`config.mk`:
```
export PLATFORM = sky130hd
export DESIGN_NAME = mealy_stream_scheduler
export DESIGN_NICKNAME = d
export VERILOG_FILES = /design/src/rtl/mealy_sched_pkg.sv /design/src/rtl/mealy_detector_core.sv /design/src/rtl/mealy_stream_scheduler.sv
export SDC_FILE = /design/constraint.sdc
export NUM_CORES = 1
export LEC_CHECK = 0
export CORE_ASPECT_RATIO = 1.25
export CORE_MARGIN = 1
export CORE_UTILIZATION = 25
export DETAILED_ROUTE_END_ITERATION = 8
export DONT_BUFFER_PORTS = 1
export PLACE_DENSITY = 0.42
export REMOVE_ABC_BUFFERS = 1
export SETUP_SLACK_MARGIN = 0.4
export SLEW_MARGIN = 20
export SYNTH_ARGS = -nofsm -noshare
export SYNTH_HDL_FRONTEND = slang
export SYNTH_SLANG_ARGS = --single-unit
```
`constraint.sdc`:
```
create_clock -name clock -period 3.35 [get_ports clock]
set_clock_uncertainty 0.05 [all_clocks]
set_input_delay 0.67 -clock clock [delete_from_list [all_inputs] [get_ports clock]]
set_output_delay 0.67 -clock clock [all_outputs]
set_load 0.02 [all_outputs]
```
`src/rtl/mealy_sched_pkg.sv`:
```
// Shared types and the detector next-state/output table for mealy_stream_scheduler.
package mealy_sched_pkg;

   typedef enum logic [1:0] {
      S0 = 2'b00,
      S1 = 2'b01,
      S2 = 2'b10,
      S3 = 2'b11
   } core_state_e;

   typedef enum logic [1:0] {
      StIdle,
      StLoad,
      StShift,
      StDone
   } sched_state_e;

   typedef struct packed {
      core_state_e nxt;
      logic        z;
   } core_step_t;

   function automatic core_step_t core_table(core_state_e s, logic x);
      core_step_t r;
      r.nxt = S0;
      r.z   = 1'b0;
      unique case (s)
         S0: begin
            r.z = ~x;
            if (x) r.nxt = S2;
            else   r.nxt = S1;
         end
         S1: begin
            r.z = x;
            if (x) r.nxt = S3;
            else   r.nxt = S0;
         end
         S2: begin
            r.z = x;
            if (x) r.nxt = S3;
            else   r.nxt = S1;
         end
         S3: begin
            r.z = ~x;
            if (x) r.nxt = S2;
            else   r.nxt = S0;
         end
      endcase
      return r;
   endfunction

endpackage

```
`src/rtl/mealy_detector_core.sv`:
```
// Bit-serial Mealy sequence detector: 2-bit state register plus the shared table.
module mealy_detector_core
   import mealy_sched_pkg::*;
(
   input  logic       clock,
   input  logic       reset,
   input  logic       load,
   input  logic [1:0] load_state,
   input  logic       step,
   input  logic       x,
   output logic       z,
   output logic [1:0] state
);

   core_state_e state_q, state_d;
   core_step_t  tbl;

   always_comb begin
      tbl     = core_table(state_q, x);
      state_d = state_q;
      if (load) begin
         state_d = core_state_e'(load_state);
      end else if (step) begin
         state_d = tbl.nxt;
      end
   end

   always_ff @(posedge clock) begin
      if (reset) begin
         state_q <= S0;
      end else begin
         state_q <= state_d;
      end
   end

   assign z     = tbl.z;
   assign state = state_q;

endmodule

```
`src/rtl/mealy_stream_scheduler.sv`:
```
// Round-robin scheduler sharing one serial Mealy detector among NREQ requesters.
// Define MEALY_SCHED_CTX_EN to keep per-requester detector history across jobs.
module mealy_stream_scheduler
   import mealy_sched_pkg::*;
#(
   parameter int unsigned NREQ  = 4,
   parameter int unsigned WIDTH = 8,
   parameter int unsigned IDW   = $clog2(NREQ)
) (
   input  logic                    clock,
   input  logic                    reset,
   input  logic [NREQ-1:0]         req,
   input  logic [NREQ*WIDTH-1:0]   data,
   output logic [NREQ-1:0]         grant,
   output logic                    busy,
   output logic [WIDTH-1:0]        result,
   output logic                    result_valid,
   output logic [IDW-1:0]          result_id
);

   localparam int unsigned CntW = (WIDTH > 1) ? $clog2(WIDTH) : 1;

   sched_state_e     st_q, st_d;
   logic [IDW-1:0]   owner_q, owner_d, rr_ptr_q, rr_ptr_d, rid_q, rid_d;
   logic [WIDTH-1:0] shreg_q, shreg_d, result_q, result_d;
   logic [CntW-1:0]  cnt_q, cnt_d;
   logic [NREQ-1:0]  grant_q, grant_d;
   logic             busy_q, busy_d, valid_q, valid_d;

   logic [IDW-1:0]   pick, idx;
   logic             pick_found;
   logic [WIDTH-1:0] owner_word;
   logic             core_load, core_step, core_z;
   logic [1:0]       core_state, load_state;

   // First set request at or after rr_ptr, wrapping.
   always_comb begin
      pick       = '0;
      pick_found = 1'b0;
      idx        = '0;
      for (int unsigned k = 0; k < NREQ; k++) begin
         idx = IDW'((32'(rr_ptr_q) + k) % NREQ);
         if (!pick_found && req[idx]) begin
            pick_found = 1'b1;
            pick       = idx;
         end
      end
   end

   always_comb begin
      owner_word = '0;
      for (int unsigned i = 0; i < NREQ; i++) begin
         if (owner_q == IDW'(i)) owner_word = data[i*WIDTH +: WIDTH];
      end
   end

   always_comb begin
      st_d      = st_q;
      owner_d   = owner_q;
      rr_ptr_d  = rr_ptr_q;
      shreg_d   = shreg_q;
      result_d  = result_q;
      cnt_d     = cnt_q;
      grant_d   = grant_q;
      busy_d    = busy_q;
      valid_d   = 1'b0;
      rid_d     = rid_q;
      core_load = 1'b0;
      core_step = 1'b0;
      unique case (st_q)
         StIdle: begin
            if (pick_found) begin
               st_d          = StLoad;
               owner_d       = pick;
               grant_d       = '0;
               grant_d[pick] = 1'b1;
               busy_d        = 1'b1;
            end
         end
         StLoad: begin
            shreg_d   = owner_word;
            core_load = 1'b1;
            cnt_d     = '0;
            result_d  = '0;
            st_d      = StShift;
         end
         StShift: begin
            result_d[cnt_q] = core_z;
            shreg_d         = shreg_q >> 1;
            core_step       = 1'b1;
            cnt_d           = cnt_q + 1'b1;
            if (cnt_q == CntW'(WIDTH - 1)) begin
               st_d    = StDone;
               valid_d = 1'b1;
               rid_d   = owner_q;
            end
         end
         StDone: begin
            rr_ptr_d = (owner_q == IDW'(NREQ - 1)) ? '0 : owner_q + 1'b1;
            grant_d  = '0;
            busy_d   = 1'b0;
            st_d     = StIdle;
         end
      endcase
   end

   always_ff @(posedge clock) begin
      if (reset) begin
         st_q     <= StIdle;
         owner_q  <= '0;
         rr_ptr_q <= '0;
         shreg_q  <= '0;
         result_q <= '0;
         cnt_q    <= '0;
         grant_q  <= '0;
         busy_q   <= 1'b0;
         valid_q  <= 1'b0;
         rid_q    <= '0;
      end else begin
         st_q     <= st_d;
         owner_q  <= owner_d;
         rr_ptr_q <= rr_ptr_d;
         shreg_q  <= shreg_d;
         result_q <= result_d;
         cnt_q    <= cnt_d;
         grant_q  <= grant_d;
         busy_q   <= busy_d;
         valid_q  <= valid_d;
         rid_q    <= rid_d;
      end
   end

`ifdef MEALY_SCHED_CTX_EN
   logic [1:0] ctx_q [NREQ];
   logic [1:0] ctx_d [NREQ];

   // DONE sees the core state after the last shift, i.e. the job's final state.
   always_comb begin
      ctx_d = ctx_q;
      if (st_q == StDone) ctx_d[owner_q] = core_state;
   end

   always_ff @(posedge clock) begin
      if (reset) begin
         ctx_q <= '{default: 2'b00};
      end else begin
         ctx_q <= ctx_d;
      end
   end

   assign load_state = ctx_q[owner_q];
`else
   logic unused_core_state;
   assign unused_core_state = ^core_state;
   assign load_state        = S0;
`endif

   mealy_detector_core u_core (
      .clock      (clock),
      .reset      (reset),
      .load       (core_load),
      .load_state (load_state),
      .step       (core_step),
      .x          (shreg_q[0]),
      .z          (core_z),
      .state      (core_state)
   );

   assign grant        = grant_q;
   assign busy         = busy_q;
   assign result       = result_q;
   assign result_valid = valid_q;
   assign result_id    = rid_q;

endmodule

```
Yosys cells after proc, flatten, opt, wreduce, memory -nomap -nowiden
Index checks and enable logic that the tools add are counted.
{ "totals": {"wordCells": 101, "register_bits": 35, "latchBits": 0, "mem_bits_ro": 0, "memories": 0, "mem_bits_rw": 0, "inputBits": 38, "output_inout_bits": 16} }
{ "classes": {"muxes": 44, "n_bitwise": 2, "eq_ne": 12, "n_shift": 0, "multipliers": 0, "magnitude_cmp": 8, "n_reduce_logical": 19, "n_div": 0, "addsub": 5} }
{ "ops": {"columns": ["cell", "count"], "rows": [
  ["$mux W8", 4],
  ["$pmux W8 S2", 2],
  ["$mux W2", 11],
  ["$lt A2 B3 Y1 const B", 5],
  ["$mux W1", 14],
  ["$eq A2 B2 Y1 const B", 6],
  ["$pmux W3 S4", 1],
  ["$bmux W1 S2", 4],
  ["$bwmux W8", 1],
  ["$pmux W2 S4", 1],
  ["$pmux W4 S2", 1],
  ["$reduce_and A2 Y1", 4],
  ["$eq A2 B1 Y1 const B", 3],
  ["$logic_not A2 Y1", 3],
  ["$pmux W3 S2", 1],
  ["$logic_and A1 B1 Y1", 5],
  ["$add A2 B1 Y2 const B", 2],
  ["$add A2 B2 Y2 const B", 2],
  ["$lt A3 B4 Y1 const B", 1],
  ["$mux W4", 1],
  ["$ne A2 B2 Y1 const B", 2],
  ["$reduce_bool A2 Y1", 2],
  ["$reduce_or A2 Y1", 2],
  ["$add A3 B1 Y3 const B", 1],
  ["8 further kinds", 11]
]} }

Logic depth before layout (Yosys ltp)
Gate-level depths: netlist of the first run.
{ "depth": {"word_depth": 18, "mapped_depth": 8, "ltp_nobuf": 6} }

Hierarchy
From an unflattened synthesis of the first run, not the netlist that was laid out.
{ "unflattened": {"cells_unflattened": 239, "area_unflattened_um2": 2030.7} }
{ "by_module_without_submodules": {"columns": ["module", "instances", "seq_area_each_um2", "cells_per_inst", "area_each_um2"], "rows": [
  ["mealy_stream_scheduler", 1, 660.6, 227, 1894.3],
  ["mealy_detector_core", 1, 40.0, 12, 136.4]
]} }

Least setup slack after synthesis of the first run
No wires, ideal clock.
{ "synth_timing": {"path_kind": "input-to-reg", "start": "input req[0]", "end": "register grant_q[0] (netlist: grant[0])", "setup_ns": 0.117, "setup_slack_ns": 1.611, "t_arrival_ns": 1.572, "stages": 4, "path_cell_list": "nor4_2 > nand2b_1 > nor3_1 > a32o_1"} }
{ "synth_between": {"elab_chain_cells": 18} }
{ "synth_rtl": {"columns": ["item", "line", "source"], "rows": [
  ["start, declared", "mealy_stream_scheduler.sv:12", "input logic [NREQ-1:0] req,"],
  ["$bmux W1 S2", "mealy_stream_scheduler.sv:43", "if (!pick_found && req[idx]) begin"],
  ["$mux W1 (not written as such)", "mealy_stream_scheduler.sv:43", null],
  ["$mux W1", "mealy_stream_scheduler.sv:43", null],
  ["$logic_not A1 Y1", "mealy_stream_scheduler.sv:43", null],
  ["$logic_and A1 B1 Y1", "mealy_stream_scheduler.sv:43", null],
  ["$mux W1", "mealy_stream_scheduler.sv:43", null],
  ["$logic_not A1 Y1", "mealy_stream_scheduler.sv:43", null],
  ["$logic_and A1 B1 Y1", "mealy_stream_scheduler.sv:43", null],
  ["(+2 left out)", null, null],
  ["$logic_and A1 B1 Y1", "mealy_stream_scheduler.sv:43", null],
  ["$mux W2", "mealy_stream_scheduler.sv:43", null],
  ["$lt A2 B3 Y1 (not written as such) / $ge A2 B1 Y1 (equally long branches)", "mealy_stream_scheduler.sv:76", "grant_d[pick] = 1'b1;"],
  ["$logic_and A1 B1 Y1 (not written as such)", "mealy_stream_scheduler.sv:76", null],
  ["$mux W1 (not written as such)", "mealy_stream_scheduler.sv:76", null],
  ["$demux W1 S2", "mealy_stream_scheduler.sv:76", null],
  ["$mux W4", "mealy_stream_scheduler.sv:72", "if (pick_found) begin"],
  ["$pmux W4 S2", "mealy_stream_scheduler.sv:70", "unique case (st_q)"],
  ["end signal, assigned", "mealy_stream_scheduler.sv:126", "grant_q <= grant_d;"],
  ["end, declared", "mealy_stream_scheduler.sv:27", "logic [NREQ-1:0] grant_q, grant_d;"]
]} }
Parallel ways exist; a longest one is shown, timed or not. The select of a mux whose other input is x is not followed.
A chain may end at the register's enable or synchronous reset.

Worst setup path in the final report of the first run
{ "layout_timing": {"start": "register st_q[0]", "end": "register shreg_q[4]"} }
{ "layout_between": {"elab_chain_cells": 2} }
{ "layout_rtl": {"columns": ["item", "line", "source"], "rows": [
  ["start, declared", "mealy_stream_scheduler.sv:23", "sched_state_e st_q, st_d;"],
  ["start signal, assigned", "mealy_stream_scheduler.sv:109", "st_q <= StIdle;"],
  ["start signal, assigned", "mealy_stream_scheduler.sv:120", "st_q <= st_d;"],
  ["$eq A2 B2 Y1 / $eq A2 B1 Y1 (equally long branches)", "mealy_stream_scheduler.sv:70", null],
  ["$pmux W8 S2 / $reduce_bool A2 Y1 (equally long branches)", null, null],
  ["end signal, assigned", "mealy_stream_scheduler.sv:123", "shreg_q <= shreg_d;"],
  ["end, declared", "mealy_stream_scheduler.sv:25", "logic [WIDTH-1:0] shreg_q, shreg_d, result_q, result_d;"]
]} }
Parallel ways exist; a longest one is shown, timed or not.

==> out/metrics.yaml, run 1 <==
power:
  combPwrFrac_pct: 40.8
  p_int_uw: 895
  irDropWorstVdd_mv: 0.312
  switching_power_uw: 593
  p_clk_share_pct: 20.2
  p_leak_uw: 0.000751
  p_per_area_nw_per_um2: 711
  pwr-share-seq_pct: 39.0
  switching_share_pct: 39.8
timing:
  period_share_pct: 60.9
  maxSlewViolCount: 0
  hold_violations: 0
  setup_tns_ns: 0
  worst_pin_slew_ns: 0.669
  setup_viol: 0
  rsz0062_at_grt: "false"
  maxSlewHeadroom_pct: 55.4
  fin_crit_ns: 2.04
  max_freq_mhz: 490
logic_synthesis:
  seq_area_frac_synth_pct: 36.1
  ys.flop_type: "dfxtp_1"
  synth-seq-cells: 35
  synth_compound_area_share_pct: 25.5
  synthArstFlopShare_pct: 0
  synth_top_family_by_area: "compound AO/OA/AOI/OAI gates"
  synthAdderAreaFrac_pct: 7.10
  ys_types: 42
  synth.area.mux_share_pct: 4.19
  synth-simple-area-share_pct: 20.7
  avgSynthCellArea_um2: 8.47
  yosys.area.top_type: "dfxtp_1"
  ys_warn_count: 0
  synth_xor_area_share_pct: 1.74
  synth_most_common_cell: "dfxtp_1"
  synth_area_um2: 1940
  netlist.area_leader.share_pct: 36.1
  netlist_instances: 229
  synth_edf_count: 0
  synthTopCellsByCount: "dfxtp_1, nor2_1, nand2_1, a21oi_1, a22oi_1"
  synth_area_leaders: "dfxtp_1, ha_1, a22oi_1, nor2_1, a21oi_1"
global_routing:
  track_usage_pct: 12.9
  first_global_vias: 1619
  grt_max_degree: 36
  overflow: 0
  antenna_found_initial: 0
  grt_pass1_wl_um: 8000
worst_setup_path:
  crit_slowest_cell: "nor2b_1"
  r2r_cells: 6
  cp.required_ns: 3.54
  crit_end: "shreg_q[4]"
  reg2reg_from: "st_q[0]"
  path_cells: "inv_1 > ha_1 > nor2b_1 > a22oi_1 > a211oi_1 > a21o_1"
  start_kind: "register"
  max_stage_delay_ns: 0.48
  r2r_slack_ns: 1.31
  r2r-end: "shreg_q[4]"
  endpoint_kind: "register"
  cp.arrival_ns: 2.23
  cp-startpoint: "st_q[0]"
  cp_max_fo: 18
  crit_type: "reg2reg"
cts:
  path_clk_slew_ns: 0.08
  cts_hold_buf: 0
  cts_setup_buffers: 0
  clkLatencyLatePin_ns: 0.29
  clockBufferDepth: 2
  clock_sinks: 35
  tritoncts: "yes"
  cts_buffers: 5
  htreeDepth: 2
  root_buffer: "clkbuf_8"
  ctsResizeCount: 0
hold_path:
  holdPathStages: 1
  min_path_type: "in2reg"
final_layout:
  syn_to_final_growth_pct: 7.81
  antenna_cells: 0
  drive_gt1_share_pct: 6.28
  nNetsFinal: 271
  final_area_um2: 2090
drt:
  post-route-drc-count: 0
  viasPerCell: 5.13
  wl_per_cell_um: 14.8
  drtIter0Drc: 77
  vias: 1617
  dr.pass1.iters: 4
  ant_nets: 0
  routed_wirelength_um: 4660
die:
  num_rows: 35
  core_area_um2: 7440
  fp.dieArea_um2: 8120
  die-height_um: 100
  ioPinCount: 54
  start_util_pct: 26.1
  die_x_um: 80.8
placement:
  gp_congestion: 0.691
  dp_hpwl_um: 3330
  io_buffers: 0
  placed_cell_area_um2: 2010
run_status:
  status: "complete, no violations"
flow_run:
  cap_viol_max_count: 0
==> per-stage QoR <==
step	total power (µW)	utilization [%]	setup WS [ns]	hold WS, ns	instances
after floorplan	1040	-	1.47	0.425	213
after global placement	1200	26.9	1.33	0.481	307
after detailed placement	1200	26.9	1.32	0.472	307
after CTS	1520	28.1	1.28	0.375	315
after global routing	1630	28.1	1.07	0.366	315
final	1490	28.1	1.31	0.395	315
==> kinds of logic after synthesis <==
| logic type | after synthesis |
|---|---|
| AO/OA/AOI/OAI | 72 |
| buffers and inverters | 23 |
| XOR/XNOR | 3 |
| multiplexers | 8 |
| adder cells (fa/ha/maj) | 11 |
| AND/OR/NAND/NOR | 77 |
| flip-flops | 35 |
==> critical path: cells and delay by family (launching register included) <==
| kind | cells | cell delay, ns |
|---|---|---|
| flops | 1 | 0.38 |
| buf+inv | 1 | 0.10 |
| simple gates | 1 | 0.48 |
| compound gates | 3 | 0.53 |
| fa+ha+maj | 1 | 0.44 |
==> how the worst min path moves through the flow <==
stage                     startpoint      endpoint  slack (ns)
after floorplan           owner_q[1]    owner_q[1]        0.43
after global placement       st_q[0]       st_q[0]        0.48
after detailed placement  owner_q[0]  result_id[0]        0.47
after CTS                      reset     result[6]        0.38
after global routing           reset     result[2]        0.37
final                          reset     result[6]        0.40
==> power groups by stage <==
stage	registers [µW]	logic, µW	clock network, µW
finish	579	607	301
floorplan	571	470	0
detailed placement	588	614	0
global placement	591	607	0
CTS	579	618	318
global route	593	698	337
==> placed cells by master (no fill, tap or decap), drive strengths merged, types with 3 or more instances in the layout <==
master / count
a211oi: 8
a21o: 7
a21oi: 16
a22oi: 14
a32o: 4
clkbuf: 6
dfxtp: 35
ha: 11
inv: 7
mux2i: 7
nand2: 18
nand2b: 6
nand3: 8
nor2: 22
nor2b: 5
nor3: 4
o21a: 4
o21ai: 9
o311ai: 3
or3: 3
or4: 3
==> per-layer routing <==
layer	global-route usage, %	vias to the layer above	part of all wire, %
met4	4.26	0	1.1
li1	-	821	-
met2	20.8	41	47
met5	0	-	0
met1	15.5	751	45
met3	5.16	4	6.7
==> area by class of cell <==
type | instances | area [µm²]
Tap cell | 92 | 115
Fill cell | 815 | 5350
Timing Repair Buffer | 2 | 15.0
Inverter | 7 | 26.3
Clock inverter | 2 | 12.5
Clock buffer | 6 | 72.6
Multi-Input combinational cell | 171 | 1150
Sequential cell | 35 | 701
==> registers in the layout (all words and copies together), names as in the netlist <==
| signal | flops |
|---|---|
| busy | 1 |
| result_id | 2 |
| shreg_q | 8 |
| cnt_q | 3 |
| st_q | 2 |
| rr_ptr_q | 2 |
| u_core.state | 2 |
| result_valid | 1 |
| grant | 4 |
| owner_q | 2 |
| result | 8 |
No activity file was read; power rests on OpenSTA's default activity.
==> run 2, diff against run 1 <==
--- a/config.mk
+++ b/config.mk
@@ -10,7 +10,7 @@
 export CORE_UTILIZATION = 25
 export DETAILED_ROUTE_END_ITERATION = 8
 export DONT_BUFFER_PORTS = 1
-export PLACE_DENSITY = 0.42
+export PLACE_DENSITY = 0.44
 export REMOVE_ABC_BUFFERS = 1
 export SETUP_SLACK_MARGIN = 0.4
 export SLEW_MARGIN = 20
==> constraint.sdc (replaced) <==
create_clock -name clock -period 1.8 [get_ports clock]
set_clock_uncertainty 0.05 [all_clocks]
set_input_delay 0.36 -clock clock [delete_from_list [all_inputs] [get_ports clock]]
set_output_delay 0.36 -clock clock [all_outputs]
set_load 0.02 [all_outputs]
==> out/metrics.yaml, run 2 (same netlist as run 1, synthesis figures left out) <==
placement:
  io_buffers: 0
  dp_cells: 318
  gp_congestion: 0.716
  dp_hpwl_um: 3430
drt:
  post-route-drc-count: 0
  routed_wirelength_um: 4920
  dr.pass1.iters: 4
  drtIter0Drc: 82
  ant_nets: 0
  viasPerCell: 4.99
  vias: 1713
  wl_per_cell_um: 14.3
worst_setup_path:
  cp_top_family: "simple AND/OR/NAND/NOR gates"
  reg2reg_from: "st_q[0]"
  r2r_cells: 7
  cp.depth: 7
  path_cells: "inv_4 > ha_4 > buf_6 > nor2b_4 > and3_4 > mux2_4 > nor2_1"
  crit_type: "reg2reg"
  cp_max_fo: 7
  max_stage_delay_ns: 0.36
  r2r_slack_ns: 0.30
  r2r-end: "result[4]"
  cp.arrival_ns: 1.67
  crit_end: "result[4]"
  cp.required_ns: 1.98
  endpoint_kind: "register"
  cp-startpoint: "st_q[0]"
  crit_slowest_cell: "dfxtp_4"
  critPathBufInv: 2
  start_kind: "register"
timing:
  maxSlewViolCount: 0
  rsz0062_at_grt: "true"
  worst_pin_slew_ns: 0.407
  maxSlewHeadroom_pct: 72.6
  hold-worst-slack_ns: 0.0848
  period_share_pct: 83.2
  hold_violations: 0
  max_freq_mhz: 668
  fin_crit_ns: 1.50
  setup_viol: 0
  setup_tns_ns: 0
power:
  p_per_area_nw_per_um2: 1360
  irDropWorstVdd_mv: 0.541
  p_leak_uw: 0.000961
  p_total_uw: 3540
cts:
  clkLatencyLatePin_ns: 0.28
  root_buffer: "clkbuf_8"
  cts_buffers: 5
  tritoncts: "yes"
  clockBufferDepth: 2
  htreeDepth: 2
  clock_sinks: 35
  path_clk_slew_ns: 0.08
global_routing:
  grt_max_degree: 36
  track_usage_pct: 12.8
  first_global_vias: 1677
  grt_pass1_wl_um: 8070
  antenna_found_initial: 0
  overflow: 0
die:
  ioPinCount: 54
  num_rows: 35
  die_x_um: 80.8
  core_area_um2: 7440
  die-height_um: 100
  start_util_pct: 26.1
  fp.dieArea_um2: 8120
hold_path:
  holdPathStages: 1
  min_path_type: "in2reg"
run_status:
  status: "complete, no violations"
final_layout:
  syn_to_final_growth_pct: 33.9
  drive_gt1_share_pct: 37.1
  final_cell_mix: "dfxtp_1, buf_4, nor2_1, nand2_1, a22oi_2"
  final_common_cell: "dfxtp_1"
  final_core_util_pct: 34.9
  antenna_cells: 0
  final_cells: 343
  n_fill_cell: 804
  nNetsFinal: 299
flow_run:
  cap_viol_max_count: 0
[run 2: power by group]
group          switching (µW)  internal (µW)  leakage, µW
registers                 182            939     0.000290
clock network             283            350    0.0000515
logic                     841            948     0.000619
total                    1310           2240     0.000961
[run 2: area by class of cell]
class / count / area (µm²) / area share, %
Sequential cell: 35 / 722 / 27.8
Clock buffer: 8 / 100 / 3.85
Timing Repair Buffer: 30 / 245 / 9.44
Multi-Input combinational cell: 171 / 1380 / 53.2
Inverter: 7 / 33.8 / 1.30
Tap cell: 92 / 115 / 4.43
[run 2: stage by stage]
stage                     instance area [µm²]  setup WS [ns]
after floorplan                          1880        -0.0797
after global placement                   2090          0.134
after detailed placement                 2090         0.0734
after CTS                                2410          0.305
after global routing                     2600          0.244
final                                    2600          0.303
[run 2: how the worst min path moves through the flow]
stage	start	endpoint	slack, ns
after floorplan	reset	busy	0.38
after global placement	reset	result[6]	0.38
after detailed placement	reset	result[6]	0.38
after CTS	reset	result[6]	0.07
after global routing	reset	result[1]	0.07
final	reset	result[6]	0.08
[run 2: timing repair]
item | 4_1_cts | 5_1_grt
hold endpoints to repair | 0 | 0
pin swaps | 11 | 20
cloned | 1 | 0
setup endpoints to repair | 28 | 24
buffers inserted | 8 | 8
hold buffers | 0 | 0
resized for setup | 46 | 35
[run 2: routing by layer]
| metal | part of all wire, % | vias up | global-route usage [%] |
|---|---|---|---|
| met1 | 45 | 803 | 15.7 |
| met4 | 0.98 | 0 | 3.71 |
| met3 | 4.9 | 4 | 3.62 |
| met2 | 49 | 28 | 21.7 |
| met5 | 0 | - | 0 |
| li1 | - | 878 | - |
[run 2: worst reg2reg max path, stage by stage (launching register included)]
cell	delay (ns)
dfxtp_4	0.36
inv_4	0.08
ha_4	0.15
buf_6	0.12
nor2b_4	0.14
and3_4	0.19
mux2_4	0.29
nor2_1	0.08
==> run 3, diff against run 2 <==
==> constraint.sdc (replaced) <==
create_clock -name clock -period 1.37 [get_ports clock]
set_clock_uncertainty 0.05 [all_clocks]
set_input_delay 0.274 -clock clock [delete_from_list [all_inputs] [get_ports clock]]
set_output_delay 0.274 -clock clock [all_outputs]
set_load 0.02 [all_outputs]
==> out/metrics.yaml, run 3 (same netlist as run 1, synthesis figures left out) <==
final_layout:
  antenna_cells: 0
  multi_input_area_um2: 1400
  drive_gt1_share_pct: 47.0
  nNetsFinal: 318
  final_cells: 362
  final_common_cell: "buf_4"
  final_cell_mix: "buf_4, nor2_1, dfxtp_4, nand2_1, dfxtp_1"
  seqCellArea_um2: 774
  syn_to_final_growth_pct: 45.1
  final_area_um2: 2810
  n_fill_cell: 782
die:
  ioPinCount: 54
  fp.dieArea_um2: 8120
  core_area_um2: 7440
  die-height_um: 100
  num_rows: 35
  start_util_pct: 26.1
  die_x_um: 80.8
drt:
  wl_met1_um: 2200
  dr.pass1.iters: 4
  wl_met3_um: 240
  wl_per_cell_um: 14.0
  top_layer: "met4"
  met2_length_um: 2580
  post-route-drc-count: 0
  vias: 1757
  ant_nets: 0
  drtIter0Drc: 68
  viasPerCell: 4.85
  routed_wirelength_um: 5060
timing:
  period_share_pct: 106
  fin_crit_ns: 1.45
  hold-worst-slack_ns: -0.0129
  rsz0062_at_grt: "true"
  maxSlewHeadroom_pct: 79.4
  maxSlewViolCount: 0
  setup_viol: 21
  worst_pin_slew_ns: 0.307
  fin_ws_ns: -0.0841
  hold_violations: 2
  max_freq_mhz: 688
cts:
  clkLatencyLatePin_ns: 0.28
  clock_sinks: 35
  htreeDepth: 2
  path_clk_slew_ns: 0.07
  cts_buffers: 5
  root_buffer: "clkbuf_8"
  tritoncts: "yes"
  clockBufferDepth: 2
run_status:
  status: "finished with violations"
  violations: "negative hold slack, negative setup slack"
flow_run:
  cap_viol_max_count: 0
placement:
  io_buffers: 0
  dp_cells: 349
  pre_cts_ws_ns: -0.375
  placed_cell_area_um2: 2320
  gp_congestion: 0.694
  dp_hpwl_um: 3630
worst_setup_path:
  cp.required_ns: 1.53
  crit_slowest_cell: "or4_1"
  start_kind: "register"
  cp_max_fo: 6
  max_stage_delay_ns: 0.39
  path_cells: "inv_2 > ha_4 > buf_6 > buf_4 > nand2_1 > or4_1 > a21oi_1"
  cp.arrival_ns: 1.61
  endpoint_kind: "register"
  crit_type: "reg2reg"
global_routing:
  overflow: 0
  grt_pass1_wl_um: 8690
  track_usage_pct: 13.8
  antenna_found_initial: 0
  grt_max_degree: 36
  first_global_vias: 1839
power:
  p_leak_uw: 0.00107
  irDropWorstVdd_mv: 0.719
  p_total_uw: 4820
  p_per_area_nw_per_um2: 1710
hold_path:
  min_path_type: "in2reg"
==> run 3: changes by cell type in the layout (fill, tap and decap cells not counted), sizes merged <==
cell,before,now
buf,30,49
clkbuf,8,7
clkinv,0,1
==> run 3: critical path: cells and delay by family, from the launching register on <==
family          cells  cell delay [ns]
fa+ha+maj           1             0.15
simple gates        2             0.44
compound gates      1             0.12
flops               1             0.33
buf+inv             3             0.30
==> run 3: layout make-up <==
class	count	share of cell area (%)
Sequential cell	35	27.5
Multi-Input combinational cell	171	49.8
Inverter	7	0.934
Timing Repair Buffer	49	14.8
Clock buffer	7	2.71
Tap cell	92	4.09
Clock inverter	1	0.178
==> run 3: final timing paths <==
check	startpoint	end	slack, ns	cells past startpoint
worst max-delay path	st_q[0]	result[1]	-0.08	7
worst min-delay path	reset	result[6]	-0.01	1
worst max register to register	st_q[0]	result[1]	-0.08	7
worst min register to register	result_id[1]	result_id[1]	0.46	2
==> run 3: where the power goes <==
part	internal (µW)	leakage, µW	total [µW]	switching (µW)
logic	1480	0.000729	2680	1200
registers	1230	0.000301	1420	191
clock network	357	0.0000422	718	361
==> run 3: metal layers <==
layer	global-route usage, %	vias to the layer above
met5	0	-
met4	3.30	0
met3	3.62	2
met2	23.5	25
met1	17.2	820
li1	-	910
==> run 3: what timing repair did <==
action                                 CTS  global route
setup buffers                            5             0
resized for setup                       85            30
endpoints found under the hold margin   18            19
setup endpoints to repair               51            51
pin swaps                               21            18
==> run 3: through the flow <==
stage	utilization, %	TNS (ns)
floorplan	-	-8.28
global placement	31.2	-3.74
detailed placement	31.2	-4.85
CTS	36.3	-1.09
global route	37.8	-2.71
finish	37.8	-0.995
